===== config.mk =====
export PLATFORM = sky130hd
export DESIGN_NAME = sls_serial_adder_v
export DESIGN_NICKNAME = d
export VERILOG_FILES = /design/src/rtl/sls_serial_adder_v.sv
export SDC_FILE = /design/constraint.sdc
export NUM_CORES = 1
export LEC_CHECK = 0
export BUFFER_PORTS_ARGS = -buffer_cell sky130_fd_sc_hd__buf_2
export CORE_MARGIN = 4
export CORE_UTILIZATION = 50
export DETAILED_ROUTE_END_ITERATION = 8
export PLACE_DENSITY_LB_ADDON = 0.05
export SYNTH_ARGS = -nofsm -noshare
export SYNTH_HDL_FRONTEND = slang
export SYNTH_SLANG_ARGS = --single-unit

===== constraint.sdc =====
create_clock -name clk -period 1.48 [get_ports clk]
set_input_delay 0.074 -clock clk [delete_from_list [all_inputs] [get_ports clk]]
set_output_delay 0.074 -clock clk [all_outputs]
set_load 0.1 [all_outputs]

===== src/rtl/sls_serial_adder_v.sv =====
// Bit-serial adder/subtractor: one full-adder cell plus a carry flop, LSB first.
// Subtraction uses a + ~b + 1. Results are registered and held until the next completion.
module sls_serial_adder_v #(
  parameter int unsigned WIDTH = 8
) (
  input  logic             clk,
  input  logic             rst_n,
  input  logic             start,
  input  logic             sub,
  input  logic             cin,
  input  logic [WIDTH-1:0] a,
  input  logic [WIDTH-1:0] b,
  output logic             busy,
  output logic             done,
  output logic [WIDTH-1:0] sum,
  output logic             cout,
  output logic             overflow
);

  localparam int unsigned CW = $clog2(WIDTH);

  typedef enum logic [1:0] {
    S_IDLE,
    S_RUN,
    S_DONE
  } state_t;

  state_t           r_state;
  logic [WIDTH-1:0] r_a;
  logic [WIDTH-1:0] r_b;
  logic [WIDTH-1:0] r_res;
  logic             r_carry;
  logic [CW-1:0]    r_cnt;
  logic             r_busy;
  logic             r_done;
  logic [WIDTH-1:0] r_sum;
  logic             r_cout;
  logic             r_ovf;

  logic w_s;
  logic w_c;
  logic w_last;

  assign w_s    = r_a[0] ^ r_b[0] ^ r_carry;
  assign w_c    = (r_a[0] & r_b[0]) | (r_carry & (r_a[0] ^ r_b[0]));
  assign w_last = (r_cnt == CW'(WIDTH - 1));

  always_ff @(posedge clk) begin
    if (!rst_n) begin
      r_state <= S_IDLE;
      r_a     <= '0;
      r_b     <= '0;
      r_res   <= '0;
      r_carry <= 1'b0;
      r_cnt   <= '0;
      r_busy  <= 1'b0;
      r_done  <= 1'b0;
      r_sum   <= '0;
      r_cout  <= 1'b0;
      r_ovf   <= 1'b0;
    end else begin
      case (r_state)
        S_IDLE: begin
          if (start) begin
            r_a     <= a;
            r_b     <= sub ? ~b : b;
            r_carry <= sub ? 1'b1 : cin;
            r_cnt   <= '0;
            r_busy  <= 1'b1;
            r_state <= S_RUN;
          end
        end
        S_RUN: begin
          r_res   <= {w_s, r_res[WIDTH-1:1]};
          r_a     <= r_a >> 1;
          r_b     <= r_b >> 1;
          r_carry <= w_c;
          r_cnt   <= r_cnt + CW'(1);
          // r_carry here is the carry into the MSB, so overflow is formed directly.
          if (w_last) begin
            r_sum   <= {w_s, r_res[WIDTH-1:1]};
            r_cout  <= w_c;
            r_ovf   <= r_carry ^ w_c;
            r_done  <= 1'b1;
            r_state <= S_DONE;
          end
        end
        S_DONE: begin
          r_done  <= 1'b0;
          r_busy  <= 1'b0;
          r_state <= S_IDLE;
        end
        default: r_state <= S_IDLE;
      endcase
    end
  end

  assign busy     = r_busy;
  assign done     = r_done;
  assign sum      = r_sum;
  assign cout     = r_cout;
  assign overflow = r_ovf;

endmodule


==> results of run 1 <==
[layer usage]
layer  routed length, µm  vias to the layer above  share of wire, %  global-route usage, %
li1                    -                      779                 -                      -
met1                1670                      705                47                   21.4
met2                1690                       36                47                   29.6
met3                 186                        2               5.2                   6.08
met4                  18                        0              0.50                   5.46
met5                   0                        -                 0                      0
[sequential cells by signal, indices dropped and copies added, names as in the netlist]
signal	cells
done	1
r_b	8
sum	8
busy	1
r_cnt	3
cout	1
r_carry	1
r_state	2
r_a	8
r_res	7
overflow	1
[worst paths after layout]
path	cells after the start	slack (ns)	endpoint	from
worst max-delay path	3	0.12	r_b[5]	r_state[0]
worst min-delay path	4	0.03	r_b[3]	b[3]
worst max register to register	3	0.12	r_b[5]	r_state[0]
worst min register to register	2	0.46	sum[6]	sum[6]
[where the power goes]
group	internal (mW)	switching, mW
Sequential	1.15	0.0351
Clock	0.402	0.358
Combinational	0.107	0.151
Total	1.66	0.544
[repair_timing]
item                                   in CTS  in global routing
setup endpoints to repair                  18                  0
hold buffers                                3                  0
endpoints found under the hold margin       3                  0
gates resized for setup                     2                  0
[Yosys cell counts, types with 3 or more instances]
master and n:
sky130_fd_sc_hd__a21oi_1 24, sky130_fd_sc_hd__a22oi_1 10, sky130_fd_sc_hd__buf_4 5, sky130_fd_sc_hd__clkbuf_1 3, sky130_fd_sc_hd__dfxtp_1 41, sky130_fd_sc_hd__inv_1 4
sky130_fd_sc_hd__nand2_1 43, sky130_fd_sc_hd__nor2_1 6, sky130_fd_sc_hd__nor2b_1 3, sky130_fd_sc_hd__o21ai_0 13, sky130_fd_sc_hd__o21ai_1 4, sky130_fd_sc_hd__o221ai_1 7
sky130_fd_sc_hd__or3b_1 6, sky130_fd_sc_hd__xor2_1 8
[kinds of logic after synthesis]
group           Yosys count  share of synthesized area, %
buf+inv                  19                          5.60
simple gates             66                          18.4
compound gates           65                          23.2
mux                       1                         0.554
fa+ha+maj                 3                          2.49
xor+xnor                  9                          4.36
flops                    41                          45.4
[stage by stage]
stage / area (µm²) / power (mW)
after floorplan: 1810 / 1.40
after global placement: 1980 / 1.45
after detailed placement: 1980 / 1.47
after CTS: 2100 / 2.23
after global routing: 2100 / 2.32
final: 2100 / 2.21
[worst register-to-register path, stage by stage (launching register included)]
cell and delay, ns:
sky130_fd_sc_hd__dfxtp_1 0.35, sky130_fd_sc_hd__nor2b_2 0.57, sky130_fd_sc_hd__a22oi_1 0.19, sky130_fd_sc_hd__o21ai_0 0.19
[area by class of cell]
cell class              count  area, µm²  share of cell area [%]
flip-flops and latches     41        821                    39.1
inverters                   6       22.5                    1.07
multi-input cells         144        890                    42.4
well taps                  46       57.6                    2.74
clock inverters             2       37.5                    1.79
clock buffers               6       51.3                    2.44
repair buffers             39        220                    10.5
==> results.yml, run 1 <==
layout:
  syn2layout_area_growth_pct: 16.1
  diodes: 0
  final_common_cell: "sky130_fd_sc_hd__nand2_1"
  postLayoutCoreUtil_pct: 61.5
  final_cell_mix: "43 x sky130_fd_sc_hd__nand2_1, 41 x sky130_fd_sc_hd__dfxtp_1, 32 x sky130_fd_sc_hd__buf_2, 24 x sky130_fd_sc_hd__a21oi_1, 13 x sky130_fd_sc_hd__o21ai_0"
  nets: 261
  layout_fillers: 329
  final-instance-count-excl-fill: 284
  layout_cells_sized_above_1_pct: 22.7
synthesis:
  yosys_register_bits: 41
  post_synth_num_cell_types: 38
  syn_avg_cell_area_um2: 8.86
  post-synth-top-area-fraction_pct: 45.4
  yosysWarnings: 0
  top_cell_type_by_total_area_after_synthesis: "sky130_fd_sc_hd__dfxtp_1"
  top_cells_by_area_synth: "sky130_fd_sc_hd__dfxtp_1 45%, sky130_fd_sc_hd__nand2_1 8.9%, sky130_fd_sc_hd__a21oi_1 6.6%"
  synth.cell_area_um2: 1810
  synth-edff-count: 0
  synth_fp_nets: 228
  synth_async_sr_flop_share_pct: 0
  syn-instance-count: 204
  synth_ff_type: "sky130_fd_sc_hd__dfxtp_1"
  synth.yosys.seq_area_share_pct: 45.4
cts:
  cts_made_buffers: 5
  clockBufferDepth: 2
  clk_pin_slew_ns: 0.12
  clock-root-buffer: "sky130_fd_sc_hd__clkbuf_4"
  clock_tree.htree_level_count: 2
  tritoncts: "built"
  postcts_setup_bufs: 0
  clk-insertion-delay-late_ns: 0.34
  cts.sink_count: 41
critical_path:
  critPathArrivalTime_ns: 1.63
  cp_startpoint_kind: "flop"
  cp_data_required_time_ns: 1.75
  highest_net_fanout_along_the_worst_path: 17
  critical-path-slowest-cell: "sky130_fd_sc_hd__nor2b_2"
  critical-path-top-delay-family: "simple AND/OR/NAND/NOR gates"
  worstPathCellList: "nor2b_2, a22oi_1, o21ai_0"
  worst_setup_path_end_kind: "flop"
  worstPathBufferInverterCount: 0
  timing_worst_setup_path_type: "reg2reg"
  cpPeakStageDelay_ns: 0.57
routing:
  drc: 0
  wirelength_um: 3570
  detail_route.vias_per_cell: 5.36
  drt_pre_antenna_iters: 4
  drt_first_iter_violations: 119
  routed_wire_length_per_instance_um: 12.6
  ant_nets: 0
  route.vias.total: 1522
die:
  die_h_um: 68.1
  placementRows: 21
  start_util_pct: 52.9
  top_level_port_count: 33
  area_of_the_die_um2: 4640
  coreArea_um2: 3420
  dieWidth_um: 68.1
global_routing:
  grt_first_pass_wirelength_um: 6260
  pin_count_of_the_biggest_net_entering_global_routing: 20
  grt_ovf: 0
  globalRouteTotalUtil_pct: 17.7
  grt_antenna_before_repair: 0
  grt_pass1_vias: 1438
sta:
  final.setup.tns_ns: 0
  clock-skew-final_ns: 0.00603
  rsz_0062_raised_after_global_routing: "no"
  timing_max_transition_violations_final: 0
  fin_hold_ws_ns: 0.0262
  timing.slew.headroom_pct: 55.4
  setup-violations-final: 0
  post-route-min-period_ns: 1.36
  final_min_period_over_clock_period_pct: 92.0
  worst_slack_ns: 0.118
  finalHoldViolations: 0
  tightest_slew_ns: 0.666
  maxClockFrequency_mhz: 734
power_and_ir_drop:
  vdd.ir_drop.worst_uv: 459
  total_leakage_power_nw: 0.860
  powerDensity_nw_per_um2: 1050
run_status:
  run_status: "completed"
place:
  port_buffers: 32
  preCtsSetupSlack_ns: -0.250
  place.detailed.instances: 273
  place_congestion: 0.777
  place.detailed.hpwl_um: 2510
min_path:
  min_path_type: "in2reg"
run:
  max_cap_violations: 0
Note: power is estimated with default switching activity, not from simulation.
==> run 2: changes to the inputs <==
PLACE_DENSITY = 0.82   (was not set)
PLACE_DENSITY_LB_ADDON = not set   (was 0.05)
==> results.yml, run 2 (synthesis results as in run 1) <==
run_status:
  run_status: "completed"
critical_path:
  critical-path-top-delay-family: "adder cells"
  critical-path-slowest-cell: "sky130_fd_sc_hd__dfxtp_1"
  worstReg2RegStart: "r_cnt[0]"
  cp_data_required_time_ns: 1.73
  cp_startpoint_kind: "flop"
  critPathArrivalTime_ns: 1.55
  worstReg2RegEnd: "done"
  worstPathBufferInverterCount: 1
  worst_setup_path_end_kind: "flop"
  register_to_register_setup_slack_ns: 0.17
  cpPeakStageDelay_ns: 0.34
  worstPathCellList: "ha_1, ha_1, buf_4, nor2b_1, o21ai_0, a21oi_1"
  timing.critical_path.mode_cell: "sky130_fd_sc_hd__ha_1"
  worst_r2r_path_depth: 6
  highest_net_fanout_along_the_worst_path: 3
  timing_worst_setup_path_type: "reg2reg"
sta:
  worst_slack_ns: 0.173
  post-route-min-period_ns: 1.31
  final.setup.tns_ns: 0
  clock-skew-final_ns: 0.0127
  maxClockFrequency_mhz: 765
  tightest_slew_ns: 0.489
  finalHoldViolations: 0
  setup-violations-final: 0
  final_min_period_over_clock_period_pct: 88.3
  timing_max_transition_violations_final: 0
  timing.slew.headroom_pct: 67.7
  rsz_0062_raised_after_global_routing: "no"
routing:
  routed_wire_length_per_instance_um: 12.1
  wirelength_um: 3530
  drt_pre_antenna_iters: 4
  drc: 0
  drt_first_iter_violations: 73
  detail_route.vias_per_cell: 5.25
  ant_nets: 0
  route.vias.total: 1527
global_routing:
  grt_pass1_vias: 1415
  groute.layer.met2.usage_pct: 28.9
  pin_count_of_the_biggest_net_entering_global_routing: 30
  globalRouteTotalUtil_pct: 17.0
  grt_ovf: 0
  grt_most_used_layer: "met2"
  grt.met1_usage_pct: 20.0
  grt_first_pass_wirelength_um: 5930
  grt_antenna_before_repair: 0
  globalRouteMet3Util_pct: 3.94
power_and_ir_drop:
  p_comb_share_pct: 12.1
  swShare_pct: 25.0
  share_clk_of_total_power_pct: 34.6
  seq_power_share_pct: 53.3
  total_switching_power_uw: 560
  power_report.internal_total_mw: 1.68
  vdd.ir_drop.worst_uv: 808
  powerDensity_nw_per_um2: 1040
  total_leakage_power_nw: 0.893
cts:
  cts_made_buffers: 5
  clock_tree.htree_level_count: 2
  cts.sink_count: 41
  clk_pin_slew_ns: 0.11
  clk-insertion-delay-late_ns: 0.36
  tritoncts: "built"
  clock-root-buffer: "sky130_fd_sc_hd__clkbuf_4"
  clockBufferDepth: 2
place:
  preCtsSetupSlack_ns: 0.0917
  place_congestion: 0.750
  place.detailed.hpwl_um: 2410
  port_buffers: 32
die:
  top_level_port_count: 33
  coreArea_um2: 3420
  die_h_um: 68.1
  area_of_the_die_um2: 4640
  placementRows: 21
  start_util_pct: 52.9
  dieWidth_um: 68.1
min_path:
  hold_end: "r_b[3]"
  timing.hold.worst_path_depth: 4
  min_path_type: "in2reg"
  hold_path_startpoint: "b[3]"
layout:
  final_cell_mix: "43 x sky130_fd_sc_hd__nand2_1, 40 x sky130_fd_sc_hd__dfxtp_1, 32 x sky130_fd_sc_hd__buf_2, 24 x sky130_fd_sc_hd__a21oi_1, 13 x sky130_fd_sc_hd__o21ai_0"
  layout_cells_sized_above_1_pct: 24.1
  syn2layout_area_growth_pct: 19.2
  diodes: 0
  nets: 268
  final_common_cell: "sky130_fd_sc_hd__nand2_1"
run:
  max_cap_violations: 0
## run 2: cell types whose count changed in the layout (fill, tap and decap cells not counted), sizes merged
| cell | delta |
|---|---|
| buf | +5 |
| dlygate4sd3 | +2 |
## run 2: worst max path at each step
stage                from        to  depth (start not counted)
2_1_floorplan        busy      busy                          2
3_3_place_gp   r_state[1]    r_a[0]                          3
3_5_place_dp     r_cnt[0]  overflow                          5
4_1_cts        r_state[1]    r_a[1]                          3
5_1_grt          r_cnt[0]      done                          6
6_report         r_cnt[0]      done                          6
## run 2: what timing repair did
action / 4_1_cts / 5_1_grt
endpoints found under the setup margin: 0 / 9
gates resized for setup: 0 / 2
setup buffers: 0 / 0
hold buffers: 5 / 0
endpoints found under the hold margin: 5 / 0
## run 2: per-layer routing
metal | vias to the layer above | routed length (µm) | share of wire, %
met4 | 0 | 41 | 1.2
met1 | 700 | 1610 | 46
li1 | 795 | - | -
met2 | 28 | 1700 | 48
met5 | - | 0 | 0
met3 | 4 | 177 | 5.0
## run 2: cell type report
| type | instances | area, µm² |
|---|---|---|
| clock inverter | 2 | 37.5 |
| inverter | 6 | 22.5 |
| tap | 46 | 57.6 |
| sequential | 41 | 822 |
| fill | 315 | 1260 |
| clock buffer | 6 | 51.3 |
| multi-input combinational | 144 | 887 |
| timing repair buffer | 46 | 278 |
## run 2: tightest hold or removal path, stage by stage
cell and delay (ns):
sky130_fd_sc_hd__buf_2 0.08, sky130_fd_sc_hd__xor2_1 0.05, sky130_fd_sc_hd__nand2_1 0.05, sky130_fd_sc_hd__o21ai_0 0.06
## run 2: power by group through the flow
| stage | logic [mW] | clock network, mW | registers, mW |
|---|---|---|---|
| final | 0.270 | 0.774 | 1.19 |
| after global routing | 0.299 | 0.814 | 1.20 |
| after CTS | 0.270 | 0.789 | 1.19 |
| after detailed placement | 0.259 | 0 | 1.22 |
| after global placement | 0.253 | 0 | 1.22 |
| after floorplan | 0.182 | 0 | 1.22 |
## run 2: stage by stage
step	total power [mW]	hold WS (ns)	std cells	area, µm²	util (%)
5_1_grt	2.31	0.0242	291	2160	63.1
2_1_floorplan	1.40	0.266	204	1810	-
6_report	2.24	0.00916	291	2160	63.1
3_3_place_gp	1.47	0.364	278	2010	59.0
3_5_place_dp	1.48	0.371	278	2010	59.0
4_1_cts	2.25	0.00386	291	2150	63.0
